**src/rtl/onchip_mem_pattern_master_if.sv**
```systemverilog
// Avalon-MM bus between the pattern master and the single-port on-chip memory.
interface onchip_mem_pattern_master_if #(
    parameter int ADDR_W = 10,
    parameter int DATA_W = 32
);
    logic [ADDR_W-1:0]   avm_address;
    logic [DATA_W/8-1:0] avm_byteenable;
    logic                avm_chipselect;
    logic                avm_write;
    logic [DATA_W-1:0]   avm_writedata;
    logic [DATA_W-1:0]   avm_readdata;

    modport master (
        output avm_address, avm_byteenable, avm_chipselect, avm_write, avm_writedata,
        input  avm_readdata
    );

    modport slave (
        input  avm_address, avm_byteenable, avm_chipselect, avm_write, avm_writedata,
        output avm_readdata
    );
endinterface

```
**src/rtl/onchip_mem_pattern_master.sv**
```systemverilog
// Pattern fill / read-back checker for a 1-cycle-latency on-chip memory.
// Word i of a run carries seed + i at address base_addr + i (wrapping).
module onchip_mem_pattern_master #(
    parameter int ADDR_W = 10,
    parameter int DATA_W = 32,
    parameter int CNT_W  = 11
) (
    input  logic              clk,
    input  logic              reset,
    input  logic              start,
    input  logic              mode,
    input  logic [ADDR_W-1:0] base_addr,
    input  logic [CNT_W-1:0]  word_count,
    input  logic [DATA_W-1:0] seed,
    input  logic              abort,
    output logic              busy,
    output logic              done,
    output logic [15:0]       err_count,
    output logic [ADDR_W-1:0] first_err_addr,
    output logic [DATA_W-1:0] first_err_data,
    onchip_mem_pattern_master_if.master avm
);

    typedef enum logic [1:0] {IDLE, FILL, CHECK, DRAIN} state_t;

    state_t              state_q, state_d;
    logic [CNT_W-1:0]    cnt_q, cnt_d;
    logic [CNT_W-1:0]    idx_q, idx_d;
    logic [ADDR_W-1:0]   addr_q, addr_d;
    logic [DATA_W-1:0]   wdata_q, wdata_d;
    logic                cs_q, cs_d;
    logic                wr_q, wr_d;
    logic [DATA_W/8-1:0] be_q, be_d;
    logic                done_q, done_d;
    logic                busy_q, busy_d;
    logic [15:0]         err_q, err_d;
    logic [ADDR_W-1:0]   ferr_addr_q, ferr_addr_d;
    logic [DATA_W-1:0]   ferr_data_q, ferr_data_d;
    logic                cmp_v_q, cmp_v_d;
    logic [DATA_W-1:0]   exp_data_q, exp_data_d;
    logic [ADDR_W-1:0]   exp_addr_q, exp_addr_d;
    logic                last_word;
    logic                compare_en;

    assign last_word  = (idx_q == cnt_q - CNT_W'(1));
    // A read issued last cycle is compared now unless the run is being aborted.
    assign compare_en = cmp_v_q && !abort;

    always_ff @(posedge clk or posedge reset) begin
        if (reset) state_q <= IDLE;
        else       state_q <= state_d;
    end

    always_comb begin
        state_d = state_q;
        case (state_q)
            IDLE:    if (start && word_count != '0) state_d = mode ? CHECK : FILL;
            FILL:    if (abort || last_word) state_d = IDLE;
            CHECK:   if (abort) state_d = IDLE;
                     else if (last_word) state_d = DRAIN;
            DRAIN:   state_d = IDLE;
            default: state_d = IDLE;
        endcase
    end

    always_comb begin
        cnt_d       = cnt_q;
        idx_d       = idx_q;
        addr_d      = addr_q;
        wdata_d     = wdata_q;
        cs_d        = 1'b0;
        wr_d        = 1'b0;
        done_d      = 1'b0;
        err_d       = err_q;
        ferr_addr_d = ferr_addr_q;
        ferr_data_d = ferr_data_q;
        cmp_v_d     = 1'b0;
        exp_data_d  = exp_data_q;
        exp_addr_d  = exp_addr_q;
        case (state_q)
            IDLE: begin
                if (start) begin
                    cnt_d       = word_count;
                    idx_d       = '0;
                    addr_d      = base_addr;
                    wdata_d     = seed;
                    err_d       = '0;
                    ferr_addr_d = '0;
                    ferr_data_d = '0;
                    if (word_count == '0) begin
                        done_d = 1'b1;
                    end else begin
                        cs_d = 1'b1;
                        wr_d = !mode;
                    end
                end
            end
            FILL: begin
                if (!abort) begin
                    if (last_word) begin
                        done_d = 1'b1;
                    end else begin
                        cs_d    = 1'b1;
                        wr_d    = 1'b1;
                        idx_d   = idx_q + CNT_W'(1);
                        addr_d  = addr_q + ADDR_W'(1);
                        wdata_d = wdata_q + DATA_W'(1);
                    end
                end
            end
            CHECK: begin
                // The word on the bus this cycle is the one whose readdata arrives next cycle.
                cmp_v_d    = !abort;
                exp_data_d = wdata_q;
                exp_addr_d = addr_q;
                if (!abort && !last_word) begin
                    cs_d    = 1'b1;
                    idx_d   = idx_q + CNT_W'(1);
                    addr_d  = addr_q + ADDR_W'(1);
                    wdata_d = wdata_q + DATA_W'(1);
                end
            end
            DRAIN: begin
                done_d = !abort;
            end
            default: ;
        endcase
        if (compare_en && avm.avm_readdata != exp_data_q) begin
            if (err_q != '1) err_d = err_q + 16'd1;
            if (err_q == '0) begin
                ferr_addr_d = exp_addr_q;
                ferr_data_d = avm.avm_readdata;
            end
        end
    end

    assign busy_d = (state_d != IDLE);
    assign be_d   = cs_d ? '1 : '0;

    always_ff @(posedge clk or posedge reset) begin
        if (reset) begin
            cnt_q       <= '0;
            idx_q       <= '0;
            addr_q      <= '0;
            wdata_q     <= '0;
            cs_q        <= 1'b0;
            wr_q        <= 1'b0;
            be_q        <= '0;
            done_q      <= 1'b0;
            busy_q      <= 1'b0;
            err_q       <= '0;
            ferr_addr_q <= '0;
            ferr_data_q <= '0;
            cmp_v_q     <= 1'b0;
            exp_data_q  <= '0;
            exp_addr_q  <= '0;
        end else begin
            cnt_q       <= cnt_d;
            idx_q       <= idx_d;
            addr_q      <= addr_d;
            wdata_q     <= wdata_d;
            cs_q        <= cs_d;
            wr_q        <= wr_d;
            be_q        <= be_d;
            done_q      <= done_d;
            busy_q      <= busy_d;
            err_q       <= err_d;
            ferr_addr_q <= ferr_addr_d;
            ferr_data_q <= ferr_data_d;
            cmp_v_q     <= cmp_v_d;
            exp_data_q  <= exp_data_d;
            exp_addr_q  <= exp_addr_d;
        end
    end

    assign busy               = busy_q;
    assign done               = done_q;
    assign err_count          = err_q;
    assign first_err_addr     = ferr_addr_q;
    assign first_err_data     = ferr_data_q;
    assign avm.avm_address    = addr_q;
    assign avm.avm_byteenable = be_q;
    assign avm.avm_chipselect = cs_q;
    assign avm.avm_write      = wr_q;
    assign avm.avm_writedata  = wdata_q;

endmodule

```
**src/flat_wrapper.sv**
```systemverilog
// flat-port wrapper written by rule: the top's interface ports become plain ports
module onchip_mem_pattern_master_flat 
#(
    parameter int ADDR_W = 10,
    parameter int DATA_W = 32,
    parameter int CNT_W  = 11
)
  (clk, reset, start, mode, base_addr, word_count, seed, abort, busy, done, err_count, first_err_addr, first_err_data, avm_avm_address, avm_avm_byteenable, avm_avm_chipselect, avm_avm_write, avm_avm_writedata, avm_avm_readdata);
  onchip_mem_pattern_master_if #(.ADDR_W(ADDR_W), .DATA_W(DATA_W)) avm_i ();
  input  logic clk;
  input  logic reset;
  input  logic start;
  input  logic mode;
  input  logic [ADDR_W-1:0] base_addr;
  input  logic [CNT_W-1:0] word_count;
  input  logic [DATA_W-1:0] seed;
  input  logic abort;
  output logic busy;
  output logic done;
  output logic [15:0] err_count;
  output logic [ADDR_W-1:0] first_err_addr;
  output logic [DATA_W-1:0] first_err_data;
  output wire logic [$bits(avm_i.avm_address)-1:0] avm_avm_address;
  output wire logic [$bits(avm_i.avm_byteenable)-1:0] avm_avm_byteenable;
  output wire logic [$bits(avm_i.avm_chipselect)-1:0] avm_avm_chipselect;
  output wire logic [$bits(avm_i.avm_write)-1:0] avm_avm_write;
  output wire logic [$bits(avm_i.avm_writedata)-1:0] avm_avm_writedata;
  input wire logic [$bits(avm_i.avm_readdata)-1:0] avm_avm_readdata;
  assign avm_avm_address = avm_i.avm_address;
  assign avm_avm_byteenable = avm_i.avm_byteenable;
  assign avm_avm_chipselect = avm_i.avm_chipselect;
  assign avm_avm_write = avm_i.avm_write;
  assign avm_avm_writedata = avm_i.avm_writedata;
  assign avm_i.avm_readdata = avm_avm_readdata;
  onchip_mem_pattern_master #(.ADDR_W(ADDR_W), .DATA_W(DATA_W), .CNT_W(CNT_W)) u_core (.clk(clk), .reset(reset), .start(start), .mode(mode), .base_addr(base_addr), .word_count(word_count), .seed(seed), .abort(abort), .busy(busy), .done(done), .err_count(err_count), .first_err_addr(first_err_addr), .first_err_data(first_err_data), .avm(avm_i));
endmodule
```
**config.mk**
```make
export PLATFORM = sky130hd
export DESIGN_NAME = onchip_mem_pattern_master_flat
export DESIGN_NICKNAME = d
export VERILOG_FILES = /design/src/rtl/onchip_mem_pattern_master_if.sv /design/src/rtl/onchip_mem_pattern_master.sv /design/src/flat_wrapper.sv
export SDC_FILE = /design/constraint.sdc
export NUM_CORES = 1
export LEC_CHECK = 0
export BUFFER_PORTS_ARGS = -buffer_cell sky130_fd_sc_hd__clkbuf_2
export CELL_PAD_IN_SITES_DETAIL_PLACEMENT = 0
export CELL_PAD_IN_SITES_GLOBAL_PLACEMENT = 1
export CORE_ASPECT_RATIO = 0.7
export CORE_MARGIN = 2
export CORE_UTILIZATION = 37
export CTS_CLUSTER_DIAMETER = 30
export DETAILED_ROUTE_END_ITERATION = 10
export PLACE_DENSITY_LB_ADDON = 0.1
export SYNTH_ARGS = -nofsm -noshare
export SYNTH_HDL_FRONTEND = slang
export SYNTH_SLANG_ARGS = --single-unit
```
**constraint.sdc**
```tcl
create_clock -name clk -period 5.8 [get_ports clk]
set_clock_uncertainty 0.15 [all_clocks]
set_input_delay 0.87 -clock clk [delete_from_list [all_inputs] [get_ports clk]]
set_output_delay 0.87 -clock clk [all_outputs]
set_load 0.005 [all_outputs]
```
==> results of run 1 <==
==> cell type report <==
| class | count | area (µm²) |
|---|---|---|
| Antenna cell | 1 | 2.50 |
| Clock buffer | 22 | 464 |
| Clock inverter | 10 | 141 |
| Fill cell | 2309 | 12900 |
| Inverter | 16 | 65.1 |
| Multi-Input combinational cell | 697 | 4300 |
| Sequential cell | 171 | 4280 |
| Tap cell | 318 | 398 |
| Timing Repair Buffer | 206 | 1050 |
==> worst paths after layout <==
| kind | cells after the start | from | endpoint |
|---|---|---|---|
| min in group asynchronous | 2 | reset | u_core.cnt_q[5] |
| hold reg to reg | 2 | u_core.exp_addr_q[3] | u_core.first_err_addr[3] |
| setup / recovery | 10 | u_core.cnt_q[0] | u_core.avm.avm_address[0] |
| hold / removal | 2 | u_core.exp_addr_q[3] | u_core.first_err_addr[3] |
| setup reg to reg | 10 | u_core.cnt_q[0] | u_core.avm.avm_address[0] |
| max in group asynchronous | 3 | reset | u_core.err_count[15] |
==> cell families (layout without fill, tap and decap cells) <==
| logic type | after synthesis | after routing | synth area share, % |
|---|---|---|---|
| compound gates | 200 | 200 | 13.4 |
| xor+xnor | 46 | 46 | 4.54 |
| fa+ha+maj | 11 | 11 | 1.55 |
| buf+inv | 74 | 254 | 3.61 |
| flops | 171 | 171 | 48.2 |
| mux | 73 | 73 | 8.95 |
| other cells | 0 | 1 | 0 |
| simple gates | 367 | 367 | 19.7 |
==> synth_stat cells (all sizes together) (2+ instances only) <==
cell type / n / share of area [%]
o31ai: 2 / 0.17
and2: 5 / 0.35
o2bb2ai: 4 / 0.39
a211o: 6 / 0.59
nand3: 73 / 4.1
or2: 8 / 0.56
a21boi: 8 / 0.68
a21oi: 53 / 3.0
or4b: 2 / 0.27
nand4: 13 / 0.92
nor2b: 3 / 0.21
and3: 16 / 1.1
buf: 22 / 1.4
or3: 6 / 0.42
nor3: 25 / 1.5
o21ai: 85 / 4.8
mux2: 51 / 6.5
xor2: 38 / 3.8
o211ai: 4 / 0.34
xnor2: 8 / 0.79
and4: 2 / 0.20
inv: 15 / 0.63
dfrtp: 171 / 48
nand2b: 5 / 0.35
o211a: 2 / 0.23
a21o: 2 / 0.17
mux2i: 22 / 2.5
clkbuf: 36 / 1.5
nor2: 26 / 1.1
o22ai: 14 / 0.99
a32o: 6 / 0.68
nor4: 18 / 1.3
ha: 11 / 1.6
nand2: 158 / 6.7
a31oi: 7 / 0.66
nand3b: 2 / 0.17
==> per-layer routing <==
| metal | wire length (µm) | global-route usage [%] |
|---|---|---|
| met1 | 14000 | 33.5 |
| met2 | 10400 | 27.7 |
| met3 | 1430 | 5.37 |
| met4 | 195 | 4.30 |
| met5 | 0 | 0 |
==> power by group through the flow <==
stage          combinational, mW  clock, mW  sequential [mW]
3_5_place_dp                2.20          0             2.14
2_1_floorplan               1.54          0             2.00
4_1_cts                     2.21       1.23             2.12
6_report                    2.19       1.20             2.12
3_3_place_gp                2.18          0             2.13
5_1_grt                     2.45       1.28             2.20
==> state kept, by name, indices dropped and copies added (netlist names), 11 cells and up <==
signal                    cells
u_core.avm.avm_writedata     32
u_core.cnt_q                 11
u_core.err_count             16
u_core.exp_data_q            32
u_core.first_err_data        32
u_core.idx_q                 11
==> tightest hold or removal path: stages (launching register included) <==
cell and delay (ns):
dfrtp_1 0.34, nand2_1 0.05, o21ai_0 0.06
==> stage by stage <==
step	cells	area [µm²]	total power, mW	util [%]
after floorplan	942	8870	3.54	-
after global placement	1408	10100	4.31	42.8
after detailed placement	1408	10100	4.34	42.8
after CTS	1440	10700	5.57	45.4
after global routing	1440	10700	5.92	45.4
final	1441	10700	5.51	45.4
==> impl_metrics.py, run 1 <==
metrics = {
    "layout": {
        "nNetsFinal": 1210,
        "syn_to_final_growth_pct": 20.6,
        "drive_gt1_share_pct": 27.1,
        "final_cell_mix": "clkbuf_2, dfrtp_1, nand2_1",
        "final_common_cell": "clkbuf_2",
    },
    "critical_path": {
        "cp_max_fo": 60,
        "path_cells": "inv_1, ha_1, or4b_4, nor3_2, nor4_1, o22a_1, a31oi_4, buf_4, a21boi_0, mux2i_1",
        "r2r_slack_ns": 2.28,
        "crit_buf_inv": 2,
        "crit_slowest_cell": "buf_4",
        "critPathArrivalTime_ns": 3.69,
        "required_ns": 5.97,
        "max_stage_delay_ns": 0.60,
        "end_kind": "flip-flop",
        "crit_type": "reg -> reg",
        "startpoint_type": "flip-flop",
        "crit_family": "compound AO/OA/AOI/OAI gates",
    },
    "grt": {
        "grt_usage_pct": 20.9,
        "grt_pass1_wl_mm": 40.8,
        "grt_pass1_vias": 6888,
        "overflow": 0,
        "antenna_found_initial": 2,
        "grt_max_degree": 98,
    },
    "clock_network": {
        "ctsResizeCount": 0,
        "cts-root-buf": "clkbuf_16",
        "cts_buffers": 17,
        "post-cts-setup-buffers": 0,
        "cts_htree_levels": 4,
        "clkLatencyLatePin_ns": 0.44,
        "cts_tree": "built",
        "clock_path_buffers": 2,
        "clock-sinks": 171,
        "path_clk_slew_ns": 0.07,
        "ctsHoldBuffers": 0,
    },
    "pwr": {
        "power.density_mw_per_mm2": 515,
        "clock_power_share_pct": 21.8,
        "seq_power_share_pct": 38.5,
        "comb_power_share_pct": 39.7,
        "leakagePower_nw": 4.88,
        "p_sw_mw": 2.25,
        "p_int_mw": 3.26,
        "irDropWorstVdd_mv": 0.284,
        "switching_share_pct": 40.8,
    },
    "route": {
        "drt_iter0_drc": 543,
        "routed_wirelength_mm": 26.0,
        "drc_errors": 0,
        "vias": 7459,
        "avgRoutedWirePerCell_um": 18.1,
        "drt_pass1_iterations": 5,
        "detail-route-antenna-nets": 0,
        "routed_via_density": 5.18,
    },
    "min_path": {
        "hold_path.class": "reg -> reg",
    },
    "logic_synthesis": {
        "ys.flop_type": "dfrtp_1",
        "async_flop_share_pct": 100,
        "synth-seq-area-share_pct": 48.2,
        "ys_warn_count": 0,
        "synth_fp_nets": 1043,
        "syn-cell-area_mm2": 0.00887,
        "synth_seq_cells": 171,
        "synth_cells": 942,
        "ys_types": 56,
        "post_synth.cell_area_avg_um2": 9.42,
        "synth_edf_count": 0,
    },
    "placement": {
        "place_hpwl_mm": 18.2,
        "port_buffers": 197,
        "pre_cts_ws_ns": 2.27,
        "gp_congestion": 0.789,
    },
    "sta": {
        "slew_headroom_pct": 35.6,
        "fin_ws_ns": 2.28,
        "rsz0062_at_grt": "false",
        "max_clock_freq_mhz": 284,
        "min_period_over_period_pct": 60.7,
        "tightest_slew_ns": 0.965,
        "hold_viol_final": 0,
        "finalSetupViolations": 0,
        "whs_ns": 0.323,
        "setup-tns-final_ns": 0,
        "slew_violations": 0,
        "min_period_ns": 3.52,
    },
    "floorplan": {
        "start_util_pct": 37.6,
        "ios": 198,
        "fp-row-count": 47,
        "core_area_mm2": 0.0236,
        "dieHeight_um": 134,
        "die_area_mm2": 0.0253,
        "die_w_um": 189,
    },
    "job": {
        "maxCapViolations": 0,
    },
    "outcome": {
        "status": "finished clean",
    },
}
No activity file was read; power rests on OpenSTA's default activity.
==> run 2: changes to the inputs <==
Clock period 5.8 ns to 3 ns, I/O delays scaled along.
==> run 2 against run 1 <==
Compared with the run above: flip-flop and latch count did not move; core utilization is 1.1 points higher; die area is the same; clock power rose by 83%; combinational power increased by 110%; worst hold slack got worse by 0.25 ns; global-route usage increased by 0.28 points; critical path type unchanged; highest routed layer unchanged.
==> impl_metrics.py, run 2 (same netlist as run 1, synthesis figures left out) <==
metrics = {
    "critical_path": {
        "critPathArrivalTime_ns": 3.04,
        "reg2reg_to": "u_core.avm.avm_address[4]",
        "end_kind": "flip-flop",
        "crit_type": "reg -> reg",
        "required_ns": 3.16,
        "crit_slowest_cell": "or4b_4",
        "crit_family": "compound AO/OA/AOI/OAI gates",
        "r2r_cells": 12,
        "r2r_slack_ns": 0.12,
        "cp_max_fo": 25,
        "max_stage_delay_ns": 0.50,
        "startpoint_type": "flip-flop",
        "crit_start": "u_core.cnt_q[1]",
        "path_cells": "inv_1, ha_2, or4b_4, a211o_1, a21boi_1, o22a_2, a31oi_4, buf_4, buf_4, clkbuf_16, a21oi_1, a21oi_1",
        "r2r-start": "u_core.cnt_q[1]",
        "crit_buf_inv": 4,
    },
    "min_path": {
        "hold_path_depth": 2,
        "min_to": "u_core.avm.avm_write",
        "hold_path.class": "in -> reg",
        "hp-start": "mode",
    },
    "grt": {
        "grt_usage_pct": 21.2,
        "overflow": 0,
        "antenna_found_initial": 1,
        "grt_pass1_vias": 6989,
        "grt_max_degree": 84,
        "grt_pass1_wl_mm": 41.3,
    },
    "sta": {
        "max_clock_freq_mhz": 348,
        "whs_ns": 0.0718,
        "slew_headroom_pct": 44.5,
        "hold_viol_final": 0,
        "min_period_over_period_pct": 95.9,
        "min_period_ns": 2.88,
        "tightest_slew_ns": 0.831,
        "slew_violations": 0,
        "finalSetupViolations": 0,
        "rsz0062_at_grt": "true",
    },
    "route": {
        "drc_errors": 0,
        "drt_iter0_drc": 499,
        "avgRoutedWirePerCell_um": 18.0,
        "vias": 7569,
        "drt_pass1_iterations": 5,
        "detail-route-antenna-nets": 0,
        "routed_wirelength_mm": 26.4,
        "routed_via_density": 5.16,
    },
    "placement": {
        "place_hpwl_mm": 18.9,
        "gp_congestion": 0.778,
        "place_inst": 1428,
        "port_buffers": 197,
    },
    "floorplan": {
        "dieHeight_um": 134,
        "ios": 198,
        "die_area_mm2": 0.0253,
        "die_w_um": 189,
        "core_area_mm2": 0.0236,
        "fp-row-count": 47,
        "start_util_pct": 37.6,
    },
    "outcome": {
        "status": "finished clean",
    },
    "clock_network": {
        "cts_htree_levels": 4,
        "cts_tree": "built",
        "clkLatencyLatePin_ns": 0.44,
        "clock_path_buffers": 2,
        "cts-root-buf": "clkbuf_16",
        "cts_buffers": 17,
        "path_clk_slew_ns": 0.07,
        "clock-sinks": 171,
    },
    "layout": {
        "final_cells": 1466,
        "fillers": 2348,
        "syn_to_final_growth_pct": 23.4,
        "drive_gt1_share_pct": 29.1,
        "final_common_cell": "clkbuf_2",
        "nNetsFinal": 1235,
        "regArea_mm2": 0.00428,
        "final_cell_mix": "clkbuf_2, dfrtp_1, nand2_1",
        "multi_input_area_mm2": 0.00431,
    },
    "pwr": {
        "leakagePower_nw": 5.02,
        "power.density_mw_per_mm2": 989,
        "irDropWorstVdd_mv": 0.531,
        "p_total_mw": 10.8,
    },
    "job": {
        "maxCapViolations": 0,
    },
}
==> run 2: cell types whose count changed in the layout (fill, tap and decap cells not counted), moves of 2 or more <==
cell,change
buf_4,+16
buf_12,+5
clkbuf_1,-3
a21boi_0,-2
a21boi_1,+2
buf_6,+2
bufinv_16,-2
clkinv_2,+2
clkinv_4,+2
==> run 2: metal layers <==
layer | vias up | global-route usage (%) | wire length, µm
li1 | 3749 | - | -
met1 | 3605 | 34.4 | 14000
met2 | 207 | 27.5 | 10400
met3 | 8 | 5.32 | 1740
met4 | 0 | 4.56 | 180
met5 | - | 0 | 0
==> run 2: cell type report <==
type | count | share of cell area (%)
Clock inverter | 13 | 1.09
Sequential cell | 171 | 39.1
Multi-Input combinational cell | 697 | 39.3
Inverter | 16 | 0.583
Clock buffer | 19 | 4.14
Timing Repair Buffer | 231 | 12.2
Tap cell | 318 | 3.63
Antenna cell | 1 | 0.0228
==> run 2: through the flow <==
step                setup TNS [ns]  cell area (µm²)  util [%]  setup WS, ns
finish                           0            11000      46.4         0.124
global route               -0.0435            11000      46.4       -0.0252
CTS                              0            10900      46.2        0.0185
detailed placement               0            10300      43.7        0.0317
global placement                 0            10300      43.7         0.114
floorplan                        0             8880         -         0.217
==> run 2: worst max-delay path by stage <==
stage,end,cells past startpoint
global route,u_core.avm.avm_address[9],11
floorplan,u_core.avm.avm_address[0],1
CTS,u_core.avm.avm_address[0],10
global placement,u_core.avm.avm_writedata[0],10
finish,u_core.avm.avm_address[4],12
detailed placement,u_core.avm.avm_address[0],10
==> run 2: report_power, final <==
group / leakage, nW / switching, mW / internal, mW
registers: 2.14 / 0.937 / 3.15
logic: 2.61 / 2.53 / 2.03
clock network: 0.272 / 0.993 / 1.19
==> run 2: worst reg2reg max path, stage by stage (launching register included) <==
cell and delay, ns:
dfrtp_1 0.40, inv_1 0.08, ha_2 0.22, or4b_4 0.50, a211o_1 0.25, a21boi_1 0.16
o22a_2 0.22, a31oi_4 0.09, buf_4 0.15, buf_4 0.15, clkbuf_16 0.20, a21oi_1 0.14
a21oi_1 0.05
==> run 2: repair_timing <==
action | CTS | global route
hold endpoints to repair | 18 | 0
gates resized for setup | 0 | 7
setup endpoints to repair | 0 | 53
setup buffers | 0 | 3
hold buffers | 1 | 0
==> run 3: changes to the inputs <==
Settings changed: REMOVE_ABC_BUFFERS set to 1.
==> run 3 against run 2 <==
Compared with the run above: combinational power is 3% higher; core utilization is 1.0 points higher; final cell count up 1.2%; worst hold slack improved by 0.025 ns; count of clock-buffer cells in the layout rose by 1; critical path depth decreased by 4; via count increased by 1.3%; sequential power is 1% lower; fmax shrank 2.1%; cell area grew 2.2%; wire length shrank 1.6%.
==> impl_metrics.py, run 3 (same netlist as run 1, synthesis figures left out) <==
metrics = {
    "clock_network": {
        "clkLatencyLatePin_ns": 0.43,
        "cts_htree_levels": 4,
        "cts-root-buf": "clkbuf_16",
        "path_clk_slew_ns": 0.07,
        "cts_buffers": 17,
        "cts_tree": "built",
        "clock-sinks": 171,
        "clock_path_buffers": 2,
    },
    "sta": {
        "slew_violations": 0,
        "fin_ws_ns": 0.0623,
        "setup-tns-final_ns": 0,
        "tightest_slew_ns": 0.902,
        "min_period_ns": 2.94,
        "hold_viol_final": 0,
        "whs_ns": 0.0965,
        "max_clock_freq_mhz": 340,
        "slew_headroom_pct": 39.3,
        "finalSetupViolations": 0,
        "min_period_over_period_pct": 97.9,
    },
    "critical_path": {
        "reg2reg_to": "u_core.err_count[14]",
        "cp_max_fo": 8,
        "max_stage_delay_ns": 0.77,
        "required_ns": 3.19,
        "r2r-start": "u_core.exp_data_q[12]",
        "path_cells": "xor2_1, nor4_1, nand4_1, o21ai_1, buf_4, o21ai_1, a21boi_0, o21ai_0",
        "crit_slowest_cell": "nor4_1",
        "crit_type": "reg -> reg",
        "r2r_cells": 8,
        "r2r_slack_ns": 0.06,
        "crit_path_frequent_cell": "o21ai_1",
        "startpoint_type": "flip-flop",
        "critPathArrivalTime_ns": 3.13,
        "end_kind": "flip-flop",
    },
    "grt": {
        "grt_usage_pct": 20.8,
        "overflow": 0,
        "antenna_found_initial": 0,
        "grt_max_degree": 97,
        "grt_pass1_wl_mm": 40.9,
        "grt_pass1_vias": 7183,
    },
    "layout": {
        "fillers": 2347,
        "drive_gt1_share_pct": 30.1,
        "final_cell_area_mm2": 0.0112,
        "final_common_cell": "clkbuf_2",
        "final_cells": 1483,
        "syn_to_final_growth_pct": 26.1,
        "nNetsFinal": 1253,
        "final_cell_mix": "clkbuf_2, dfrtp_1, nand2_1",
        "diodes": 0,
    },
    "route": {
        "routed_wirelength_mm": 26.0,
        "routed_via_density": 5.17,
        "detail-route-antenna-nets": 0,
        "drt_pass1_iterations": 7,
        "drc_errors": 0,
        "avgRoutedWirePerCell_um": 17.5,
        "drt_iter0_drc": 494,
        "vias": 7666,
    },
    "placement": {
        "port_buffers": 197,
        "place_inst": 1442,
        "placed_area_mm2": 0.0105,
        "gp_congestion": 0.779,
        "place_hpwl_mm": 18.4,
        "pre_cts_ws_ns": 0.0326,
    },
    "floorplan": {
        "die_w_um": 189,
        "start_util_pct": 37.6,
        "ios": 198,
        "die_area_mm2": 0.0253,
        "core_area_mm2": 0.0236,
        "dieHeight_um": 134,
        "fp-row-count": 47,
    },
    "pwr": {
        "power.density_mw_per_mm2": 987,
        "irDropWorstVdd_mv": 0.644,
        "leakagePower_nw": 5.17,
    },
    "min_path": {
        "min_to": "u_core.avm.avm_write",
        "hold_path_depth": 2,
        "hp-start": "mode",
        "hold_path.class": "in -> reg",
    },
    "outcome": {
        "status": "finished clean",
    },
    "job": {
        "maxCapViolations": 0,
    },
}
## run 3: area by class of cell
type | instances | area [µm²] | area share [%]
multi-input cells | 697 | 4310 | 38.5
flip-flops and latches | 171 | 4280 | 38.2
repair buffers | 249 | 1530 | 13.7
clock buffers | 20 | 457 | 4.08
well taps | 318 | 398 | 3.56
clock inverters | 12 | 146 | 1.31
inverters | 16 | 65.1 | 0.581
## run 3: how the worst max path moves through the flow
| stage | from | end | slack (ns) | depth (start not counted) |
|---|---|---|---|---|
| floorplan | reset | u_core.avm.avm_address[0] | -2.23 | 1 |
| global placement | avm_avm_readdata[14] | u_core.err_count[5] | -0.02 | 9 |
| detailed placement | avm_avm_readdata[16] | u_core.err_count[10] | 0.03 | 8 |
| CTS | u_core.cnt_q[7] | u_core.avm.avm_writedata[31] | 0.08 | 10 |
| global route | u_core.cnt_q[7] | u_core.avm.avm_writedata[6] | -0.03 | 11 |
| finish | u_core.exp_data_q[12] | u_core.err_count[14] | 0.06 | 8 |
## run 3: routing by layer
metal	wire length (µm)	GRT usage, %
met3	1560	4.87
met1	13500	32.4
met4	133	3.91
met5	0	0
met2	10800	29.2
## run 3: report_power, final
| part | internal, mW | leakage, nW | switching, mW |
|---|---|---|---|
| Sequential | 3.15 | 2.14 | 0.883 |
| Combinational | 2.20 | 2.74 | 2.51 |
| Clock | 1.35 | 0.292 | 0.950 |
## run 3: worst max-delay path: cells and delay by family, from the launching register on
family	cells	cell delay, ns
AO/OA/AOI/OAI	4	0.86
XOR/XNOR	1	0.17
buffers and inverters	1	0.19
flip-flops	1	0.41
AND/OR/NAND/NOR	2	1.05
## run 3: through the flow
stage	total power [mW]	util, %
2_1_floorplan	6.69	-
3_5_place_dp	8.60	44.3
3_3_place_gp	8.60	44.3
5_1_grt	11.9	47.5
4_1_cts	10.9	46.9
6_report	11.0	47.5
## run 3: timing repair
item	CTS	global route
gates resized for setup	0	4
hold buffers	1	0
hold endpoints to repair	28	0
buffers inserted	0	5
setup endpoints to repair	0	20
